File: config.mk
export PLATFORM = sky130hd
export DESIGN_NAME = fb_mem_arbiter
export DESIGN_NICKNAME = d
export VERILOG_FILES = /design/src/rtl/fb_pkg.sv /design/src/rtl/fb_arb_pipe.sv /design/src/rtl/fb_mem_arbiter.sv
export SDC_FILE = /design/constraint.sdc
export NUM_CORES = 1
export LEC_CHECK = 0
export CAP_MARGIN = 25
export CORE_ASPECT_RATIO = 0.7
export CORE_MARGIN = 1
export CORE_UTILIZATION = 34
export DETAILED_ROUTE_END_ITERATION = 6
export PLACE_DENSITY = 0.82
export SLEW_MARGIN = 30
export SYNTH_ARGS = -nofsm -noshare
export SYNTH_HDL_FRONTEND = slang
export SYNTH_SLANG_ARGS = --single-unit
File: constraint.sdc
create_clock -name clk -period 1.6 [get_ports clk]
set_input_delay 0.32 -clock clk [delete_from_list [all_inputs] [get_ports clk]]
set_output_delay 0.32 -clock clk [all_outputs]
set_load 0.01 [all_outputs]
File: src/rtl/fb_pkg.sv
// Shared definitions for the frame-buffer memory arbiter: issue-tag
// encoding, frame-buffer geometry and a small tag helper.
package fb_pkg;

  // Identifies which client owns the RAM operation in each pipeline stage.
  typedef enum logic [1:0] {
    TAG_NONE   = 2'd0,
    TAG_VGA    = 2'd1,
    TAG_CPU_RD = 2'd2,
    TAG_CPU_WR = 2'd3
  } fb_tag_e;

  // Frame buffer occupies the top 4K words of the shared address space.
  localparam logic [15:0] FRAME_BUFFER_START = 16'hF000;

  // Words fetched per text row by the VGA address generator.
  localparam int SCREEN_WIDTH = 80;

  // True when a tag belongs to the CPU load/store port.
  function automatic logic tag_is_cpu(input fb_tag_e tag);
    logic is_cpu;
    case (tag)
      TAG_CPU_RD: is_cpu = 1'b1;
      TAG_CPU_WR: is_cpu = 1'b1;
      default:    is_cpu = 1'b0;
    endcase
    return is_cpu;
  endfunction

endpackage

File: src/rtl/fb_arb_pipe.sv
// Two-stage issue pipeline for the shared RAM. Stage 1 registers the
// RAM command together with its owner tag; stage 2 is the tag aligned
// with the RAM read-data cycle, so the top can route mem_rdata back to
// the right client without the tags ever crossing.
module fb_arb_pipe
  import fb_pkg::*;
#(
  parameter int ADDR_W = 16,
  parameter int DATA_W = 16
) (
  input  logic              clk,
  input  logic              reset,
  input  fb_tag_e           issue_tag_i,
  input  logic [ADDR_W-1:0] issue_addr_i,
  input  logic [DATA_W-1:0] issue_wdata_i,
  output fb_tag_e           tag1_o,
  output fb_tag_e           tag2_o,
  output logic              mem_en_o,
  output logic              mem_we_o,
  output logic [ADDR_W-1:0] mem_addr_o,
  output logic [DATA_W-1:0] mem_wdata_o
);

  fb_tag_e           tag1_q, tag1_d;
  fb_tag_e           tag2_q, tag2_d;
  logic              mem_en_q, mem_en_d;
  logic              mem_we_q, mem_we_d;
  logic [ADDR_W-1:0] mem_addr_q, mem_addr_d;
  logic [DATA_W-1:0] mem_wdata_q, mem_wdata_d;

  // Next-state for the RAM command registers and the tag shift chain.
  always_comb begin
    tag1_d      = issue_tag_i;
    tag2_d      = tag1_q;
    mem_en_d    = 1'b0;
    mem_we_d    = 1'b0;
    mem_addr_d  = mem_addr_q;
    mem_wdata_d = mem_wdata_q;
    case (issue_tag_i)
      TAG_VGA: begin
        mem_en_d   = 1'b1;
        mem_addr_d = issue_addr_i;
      end
      TAG_CPU_RD: begin
        mem_en_d   = 1'b1;
        mem_addr_d = issue_addr_i;
      end
      TAG_CPU_WR: begin
        mem_en_d    = 1'b1;
        mem_we_d    = 1'b1;
        mem_addr_d  = issue_addr_i;
        mem_wdata_d = issue_wdata_i;
      end
      default: begin
        // Idle slot: RAM disabled, address/data simply hold.
        mem_en_d = 1'b0;
      end
    endcase
  end

  // Pipeline registers; reset drops any in-flight operation.
  always_ff @(posedge clk or posedge reset) begin
    if (reset) begin
      tag1_q      <= TAG_NONE;
      tag2_q      <= TAG_NONE;
      mem_en_q    <= 1'b0;
      mem_we_q    <= 1'b0;
      mem_addr_q  <= '0;
      mem_wdata_q <= '0;
    end else begin
      tag1_q      <= tag1_d;
      tag2_q      <= tag2_d;
      mem_en_q    <= mem_en_d;
      mem_we_q    <= mem_we_d;
      mem_addr_q  <= mem_addr_d;
      mem_wdata_q <= mem_wdata_d;
    end
  end

  assign tag1_o      = tag1_q;
  assign tag2_o      = tag2_q;
  assign mem_en_o    = mem_en_q;
  assign mem_we_o    = mem_we_q;
  assign mem_addr_o  = mem_addr_q;
  assign mem_wdata_o = mem_wdata_q;

endmodule

File: src/rtl/fb_mem_arbiter.sv
// Arbitrates one synchronous single-port RAM between the VGA fetch port
// (strict priority, fixed 2-cycle latency) and the CPU load/store port
// (req/ack handshake, one op in flight). A saturating counter tracks how
// long a pending CPU request keeps losing to VGA and raises a sticky
// starvation flag; VGA priority itself is never overridden.
module fb_mem_arbiter
  import fb_pkg::*;
#(
  parameter int ADDR_W       = 16,
  parameter int DATA_W       = 16,
  parameter int STARVE_LIMIT = 64
) (
  input  logic              clk,
  input  logic              reset,
  input  logic              vga_req,
  input  logic [ADDR_W-1:0] vga_addr,
  output logic              vga_valid,
  output logic [DATA_W-1:0] vga_rdata,
  input  logic              cpu_req,
  input  logic              cpu_we,
  input  logic [ADDR_W-1:0] cpu_addr,
  input  logic [DATA_W-1:0] cpu_wdata,
  output logic              cpu_ack,
  output logic [DATA_W-1:0] cpu_rdata,
  output logic              cpu_starved,
  output logic              mem_en,
  output logic              mem_we,
  output logic [ADDR_W-1:0] mem_addr,
  output logic [DATA_W-1:0] mem_wdata,
  input  logic [DATA_W-1:0] mem_rdata
);

  localparam int              CNT_W   = $clog2(STARVE_LIMIT + 1);
  localparam logic [CNT_W-1:0] CNT_MAX = CNT_W'(STARVE_LIMIT);

  fb_tag_e           issue_tag_s;
  logic [ADDR_W-1:0] issue_addr_s;
  logic [DATA_W-1:0] issue_wdata_s;
  logic              cpu_grant_s;
  logic              cpu_ack_s;
  logic              vga_hit_s;
  logic              cpu_rd_hit_s;
  fb_tag_e           tag1_s;
  fb_tag_e           tag2_s;

  logic              cpu_inflight_q, cpu_inflight_d;
  logic [CNT_W-1:0]  wait_cnt_q, wait_cnt_d;
  logic              cpu_starved_q, cpu_starved_d;

  // Issue selection: VGA first, then a CPU op if none is outstanding.
  always_comb begin
    issue_tag_s   = TAG_NONE;
    issue_addr_s  = '0;
    issue_wdata_s = '0;
    if (vga_req) begin
      issue_tag_s  = TAG_VGA;
      issue_addr_s = vga_addr;
    end else if (cpu_req && !cpu_inflight_q) begin
      issue_tag_s   = cpu_we ? TAG_CPU_WR : TAG_CPU_RD;
      issue_addr_s  = cpu_addr;
      issue_wdata_s = cpu_wdata;
    end else begin
      issue_tag_s = TAG_NONE;
    end
  end

  assign cpu_grant_s = tag_is_cpu(issue_tag_s);

  // Writes complete as soon as the RAM command is registered; reads
  // complete when their data comes back out of the RAM.
  assign cpu_ack_s    = (tag1_s == TAG_CPU_WR) | (tag2_s == TAG_CPU_RD);
  assign vga_hit_s    = (tag2_s == TAG_VGA);
  assign cpu_rd_hit_s = (tag2_s == TAG_CPU_RD);

  // In-flight flag plus the starvation counter and its sticky flag.
  always_comb begin
    cpu_inflight_d = cpu_inflight_q;
    wait_cnt_d     = wait_cnt_q;
    cpu_starved_d  = cpu_starved_q;

    // Ack cycle ends the op; a grant can never coincide with an ack
    // because grants are blocked while an op is in flight.
    if (cpu_grant_s) begin
      cpu_inflight_d = 1'b1;
    end else if (cpu_ack_s) begin
      cpu_inflight_d = 1'b0;
    end else begin
      cpu_inflight_d = cpu_inflight_q;
    end

    // Count only cycles where the CPU was eligible and VGA took the slot.
    if (!cpu_req || cpu_grant_s) begin
      wait_cnt_d = '0;
    end else if (vga_req && !cpu_inflight_q && (wait_cnt_q != CNT_MAX)) begin
      wait_cnt_d = wait_cnt_q + CNT_W'(1'b1);
    end else begin
      wait_cnt_d = wait_cnt_q;
    end

    if (wait_cnt_d == CNT_MAX) begin
      cpu_starved_d = 1'b1;
    end else begin
      cpu_starved_d = cpu_starved_q;
    end
  end

  // Arbiter state registers.
  always_ff @(posedge clk or posedge reset) begin
    if (reset) begin
      cpu_inflight_q <= 1'b0;
      wait_cnt_q     <= '0;
      cpu_starved_q  <= 1'b0;
    end else begin
      cpu_inflight_q <= cpu_inflight_d;
      wait_cnt_q     <= wait_cnt_d;
      cpu_starved_q  <= cpu_starved_d;
    end
  end

  fb_arb_pipe #(
    .ADDR_W (ADDR_W),
    .DATA_W (DATA_W)
  ) u_pipe (
    .clk           (clk),
    .reset         (reset),
    .issue_tag_i   (issue_tag_s),
    .issue_addr_i  (issue_addr_s),
    .issue_wdata_i (issue_wdata_s),
    .tag1_o        (tag1_s),
    .tag2_o        (tag2_s),
    .mem_en_o      (mem_en),
    .mem_we_o      (mem_we),
    .mem_addr_o    (mem_addr),
    .mem_wdata_o   (mem_wdata)
  );

  // Read data is steered to its owner and forced to zero elsewhere so
  // neither data port ever shows an unknown value after reset.
  assign vga_valid   = vga_hit_s;
  assign vga_rdata   = vga_hit_s ? mem_rdata : '0;
  assign cpu_ack     = cpu_ack_s;
  assign cpu_rdata   = cpu_rd_hit_s ? mem_rdata : '0;
  assign cpu_starved = cpu_starved_q;

endmodule

==> Yosys cells after proc, flatten, opt, wreduce, memory -nomap -nowiden <==
Index checks and enable logic that the tools add are counted.
{ "word_totals": {"register_bits": 47, "inputBits": 69, "out_inout_bits": 69, "elab_cells": 44} }
{ "classes": {"add_sub_neg": 1, "n_eq_ne": 8, "muxes": 16, "bitwise": 1, "reduce_logical": 9} }
{ "op_table": {"columns": ["operator", "n"], "rows": [
  ["16-bit two-way mux", 6],
  ["7-bit two-way mux", 2],
  ["2-bit equality test, second input constant", 4],
  ["7-bit by 1-bit adder with 7-bit output, second input constant", 1],
  ["7-bit equality test, second input constant", 1],
  ["7-bit inequality test, second input constant", 1],
  ["1-bit two-way mux", 6],
  ["2-bit by 1-bit equality test with 1-bit output, second input constant", 2],
  ["2-bit two-way mux", 2],
  ["1-bit logical AND", 3],
  ["3-bit OR reduction", 1],
  ["1-bit logical NOT", 2],
  ["2-bit nonzero test", 1],
  ["2-bit OR reduction", 1],
  ["1-bit logical OR", 1],
  ["1-bit bitwise OR", 1]
]} }

==> Logic depth before layout (Yosys ltp) <==
Gate-level depths: netlist (run 1).
{ "logic_depth": {"ltp_word": 10, "depth_mapped": 7} }

==> By module <==
A second synthesis (run 1) with hierarchy kept.
{ "hier_totals": {"cells_unflattened": 225, "area_unflattened_um2": 2565.0} }
{ "modules_own_cells": {"columns": ["module", "instances", "cells_per_inst", "area_per_inst_um2", "seq_area_each_um2"], "rows": [
  ["fb_arb_pipe", 1, 77, 1401.3, 950.9],
  ["fb_mem_arbiter", 1, 148, 1163.6, 225.2]
]} }

==> Least setup slack after synthesis (run 1) <==
OpenSTA, ideal clock, no wires.
{ "synth_path": {"path_type": "register -> register", "startpoint": "register cpu_inflight_q", "endpoint": "register u_pipe.mem_wdata_q[10] (netlist: u_pipe.mem_wdata_o[10])", "t_arrival_ns": 1.362, "required_time_ns": 1.475, "path_slack_ns": 0.113, "stages_incl_launch_ff": 6, "path_cell_list": "dfrtp_1 > inv_1 > nand2_1 > nor3_4 > buf_4 > mux2_2"} }
{ "synth_between": {"elab_chain_cells": 5, "word_cells_on_any_way": 7, "cone_classes": "eq/ne: 1; mux: 4; reduce/logical: 2"} }
{ "synth_lines": {"columns": ["element", "line_no", "rtl"], "rows": [
  ["start, declared", "fb_mem_arbiter.sv:46", "logic cpu_inflight_q, cpu_inflight_d;"],
  ["start signal, assigned", "fb_mem_arbiter.sv:114", "cpu_inflight_q <= cpu_inflight_d;"],
  ["1-bit logical NOT (*)", "fb_mem_arbiter.sv:58", "end else if (cpu_req && !cpu_inflight_q) begin"],
  ["1-bit logical AND (*)", "fb_mem_arbiter.sv:58", null],
  ["2-bit two-way mux", "fb_mem_arbiter.sv:58", null],
  ["2-bit two-way mux", "fb_mem_arbiter.sv:55", "if (vga_req) begin"],
  ["2-bit equality test", "fb_arb_pipe.sv:39", "case (issue_tag_i)"],
  ["end signal, assigned", "fb_arb_pipe.sv:76", "mem_wdata_q <= mem_wdata_d;"],
  ["end, declared", "fb_arb_pipe.sv:29", "logic [DATA_W-1:0] mem_wdata_q, mem_wdata_d;"]
]} }
Mark *: on every way between the ends. The rest lies on a longest branch, timed or not.
A chain may end at the register's enable or synchronous reset.

==> Worst setup path after layout (run 1) <==
{ "layout_path": {"startpoint": "register u_pipe.tag2_q[1] (netlist: u_pipe.tag2_o[1])", "endpoint": "output cpu_ack"} }
{ "layout_between": {"elab_chain_cells": 2} }
{ "layout_lines": {"columns": ["element", "line_no", "rtl"], "rows": [
  ["start, declared", "fb_arb_pipe.sv:25", "fb_tag_e tag2_q, tag2_d;"],
  ["start signal, assigned", "fb_arb_pipe.sv:72", "tag2_q <= tag2_d;"],
  ["2-bit equality test", "fb_mem_arbiter.sv:71", "assign cpu_ack_s = (tag1_s == TAG_CPU_WR) | (tag2_s == TAG_CPU_RD);"],
  ["1-bit bitwise OR", "fb_mem_arbiter.sv:71", null],
  ["end, declared", "fb_mem_arbiter.sv:23", "output logic cpu_ack,"]
]} }
Every way passes these cells.

==> summary.md, run 1 <==
| Metric | Value |
|---|---|
| Number of synthesized flops with an enable pin | `0` |
| Time the worst path needs with I/O delays and setup | `approximately 1.7 ns` |
| Clock tree skew after final layout | `about 0.0048 ns` |
| Share of total power consumed by net switching | `approximately 22%` |
| # placed instances | `440` |
| Overall fraction of global-route tracks in use | `18.9%` |
| Most common library cells after synthesis | `dfrtp_1, and2_1, nand2_1` |
| Number of design rule violations left after detail routing | `0` |
| Synth Area per Inst | `~11 µm²` |
| Result of the run | `finished, violations left` |
| Most repeated library cell on the critical path | `buf_6` |
| Max clock buf depth | `2` |
| Part of the total power dissipated in the clock network | `37.3%` |
| Worst-Skew Late Latency | `slightly below 0.3 ns` |
| Die area | `about 0.0070 mm²` |
| Number of placement rows | `24` |
| Number of pins with negative max-slew slack in the final report | `0` |
| Gate count of the mapped netlist | `between 200 and 250` |
| Final setup vio count | `17` |
| Worst min path class | `primary input to async pin` |
| Largest fanout on the critical path | `2` |
| Fin. Hold Viols | `0` |
| Cell area after synthesis | `between 0.002 and 0.0025 mm²` |
| Crit-path max cell delay | `0.42 ns` |
| Endpoint class of the critical path | `output port` |
| Via count of the first global-routing pass | `approximately 2.1k` |
| Commonest register cell after synthesis | `dfrtp_1` |
| Internal Power | `between 2 and 2.5 mW` |
| Per-cell via count in the routed design | `about 4.6` |
| H-Tree Depth | `2` |
| Startpoint kind of the worst setup timing path | `flip-flop` |
| Starting DRT DRC Count | `47` |
| Critical path data required time | `roughly 1.3 ns` |
| First-pass GRT wire length | `roughly 10000 µm` |
| Average detailed-routed wire length per instance | `between 10 and 15 µm` |
| Net Sw Power | `0.603 mW` |
| Unrepaired setup endpoints after global routing | `yes` |
| Crit share post-route | `108%` |
| Clock Root Buffer | `clkbuf_8` |
| Effective utilization at floorplan | `a little over a third` |
| Top-Level Pins | `138` |
| Register area share after synthesis | `52.0%` |
| Number of buffers added by the clock tree synthesis step | `5` |
| Half-perimeter wire length after placement | `4740 µm` |
| Largest net degree at the start of global routing | `between 40 and 50` |
| Die Wd | `between 90 and 100 µm` |
| Power per cell area | `approximately 660 mW/mm²` |
| Worst IR drop on VDD | `approximately 400 µV` |
| Proportion of power drawn by flip-flops and latches | `45.1%` |
| Clock tree from TritonCTS | `built` |
| Placer congestion estimate | `approximately 0.8` |
| Overall power consumption | `approximately 2.8 mW` |
| Transition time at the pin with the least slew margin | `~0.38 ns` |
| Total nets after synthesis | `about 280` |
| 1st-pass router iterations | `4` |
| Leakage power total | `roughly 2.0 nW` |
| YS warnings | `0` |
| Synth Register Bits | `47` |
| Total via count in the routed design | `between 2k and 2.5k` |
| # Max-Cap Violations | `0` |
| Share of post-route cells with drive strength above 1 | `35.2%` |
| Die span in y | `70.3 µm` |
| Slowest cell on crit path | `dfrtp_1` |
| Cell with the most instances after synthesis | `dfrtp_1` |
| Unique cell type count in the Yosys netlist | `32` |
| Clock slew at reported path FFs | `0.09 ns` |
| Fraction of power consumed by combinational cells | `roughly 18%` |
| Share of flip-flops with an asynchronous set or reset | `between 90% and 100%` |
| Cell Count, Final, Fillers Out | `~460` |
| Crit path setup slack, layout | `-0.126 ns` |
| Failing checks | `negative setup slack` |
| Max-slew headroom | `74.7%` |
| Placement-stage worst setup slack | `-0.304 ns` |
| Proportion of netlist area held by the largest area contributor | `52.0%` |
| Number of antenna violations at the first check in global routing | `0` |
| Detailed Route WL | `6610 µm` |
| Cell type with the highest aggregate area in the netlist | `dfrtp_1` |
| Floorplan Core Area | `approximately 0.0063 mm²` |
| Worst Setup Path Type | `flip-flop to output port` |
| Final sum of negative setup slack | `-0.799 ns` |
| Crit path DAT | `about 1.4 ns` |
| Nets | `436` |
| Cell types occupying the most area after synthesis | `dfrtp_1, and2_1, mux2i_1, mux2_2, nand2_1` |
| Maximum clock frequency | `around 0.58 GHz` |
| Ordered list of cells on the worst path | `nor2b_4 -> buf_6 -> buf_6 -> a21o_1 -> buf_2` |
| Syn-to-layout area delta | `86.8%` |
| Number of diodes | `0` |
| Final core utilization | `between 60% and 70%` |
| Total clock sinks | `between 40 and 50` |
| Number of nets with antenna violations after routing | `0` |
| Port Buf Inserts | `between 100 and 150` |
| Remaining Overflow, GRT | `0` |
-- per-layer routing --
| metal | vias to the layer above | wire length [µm] | track usage (%) |
|---|---|---|---|
| met4 | 0 | 34 | 3.43 |
| met2 | 89 | 3440 | 35.3 |
| met5 | - | 0 | 0 |
| li1 | 1010 | - | - |
| met1 | 1014 | 2570 | 21.1 |
| met3 | 4 | 568 | 6.21 |
-- worst paths after layout --
path	to	slack, ns	depth (start not counted)	from
max	cpu_ack	-0.13	5	u_pipe.tag2_o[1]
min	u_pipe.mem_wdata_o[12]	0.23	2	reset
max reg2reg	wait_cnt_q[1]	0	5	wait_cnt_q[4]
min reg2reg	u_pipe.tag2_o[0]	0.38	0	u_pipe.tag1_o[0]
max in group asynchronous	u_pipe.mem_addr_o[0]	0.92	3	reset
min in group clk	u_pipe.tag2_o[0]	0.38	0	u_pipe.tag1_o[0]
-- layout make-up --
class	instances	area (µm²)
clock inverters	3	67.6
clock buffers	5	68.8
multi-input cells	144	1150
repair buffers	162	1630
well taps	91	114
inverters	5	18.8
fillers	476	2110
flip-flops and latches	47	1180
-- sequential cells by signal (all words and copies together), names as in the netlist --
register	cells
u_pipe.mem_addr_o	16
u_pipe.mem_wdata_o	16
wait_cnt_q	7
u_pipe.tag1_o	2
u_pipe.tag2_o	2
cpu_inflight_q	1
cpu_starved	1
u_pipe.mem_en_o	1
u_pipe.mem_we_o	1
-- power by group through the flow --
stage	combinational, mW	sequential (mW)	clock (mW)
after detailed placement	0.453	1.27	0
final	0.489	1.25	1.03
after global routing	0.527	1.26	1.11
after floorplan	0.104	1.29	0
after global placement	0.444	1.27	0
after CTS	0.449	1.25	1.07
-- per-stage QoR --
step / hold slack [ns] / area [µm²]
floorplan: 0.354 / 2260
global placement: 0.363 / 3850
detailed placement: 0.361 / 3850
CTS: 0.223 / 4010
global route: 0.228 / 4230
finish: 0.227 / 4230
-- critical path: cells and delay by family, from the launching register on --
kind            cells  cell delay, ns
flops               1            0.42
compound gates      1            0.18
simple gates        1            0.15
buf+inv             3            0.37
-- placed cells by master, fill, tap and decap left out, drive strengths merged --
master and count:
a21o 1, a31oi 1, a41o 1, and2 32, and3 1, and3b 1, and4b 1, buf 59
bufinv 2, clkbuf 5, clkdlybuf4s50 103, clkinvlp 1, dfrtp 47, ha 2, inv 5, mux2 16
mux2i 18, nand2 22, nand2b 1, nand3 3, nor2 10, nor2b 3, nor3 1, nor4 1
o21ai 17, o21bai 1, o22ai 1, o31ai 1, o32ai 1, o41ai 1, or2 1, xnor2 2
xor2 4
-- cell families after synthesis --
family          synth area share, %
simple gates                   18.5
flops                          52.0
mux                            15.9
compound gates                 7.35
buf+inv                        2.87
xor+xnor                       2.32
fa+ha+maj                      1.11
-- what timing repair did --
action,CTS,global route
setup endpoints to repair,35,37
gates cloned,2,1
resized for setup,176,49
hold buffers,0,0
buffers inserted,5,1
pin swaps,14,22
No activity file was read; power rests on OpenSTA's default activity.
==> run 2: changes to the inputs <==
Settings changed: GPL_ROUTABILITY_DRIVEN from default to 1.
==> results of run 2 <==
Final layout, timing and power as in run 1 (identical DEF).
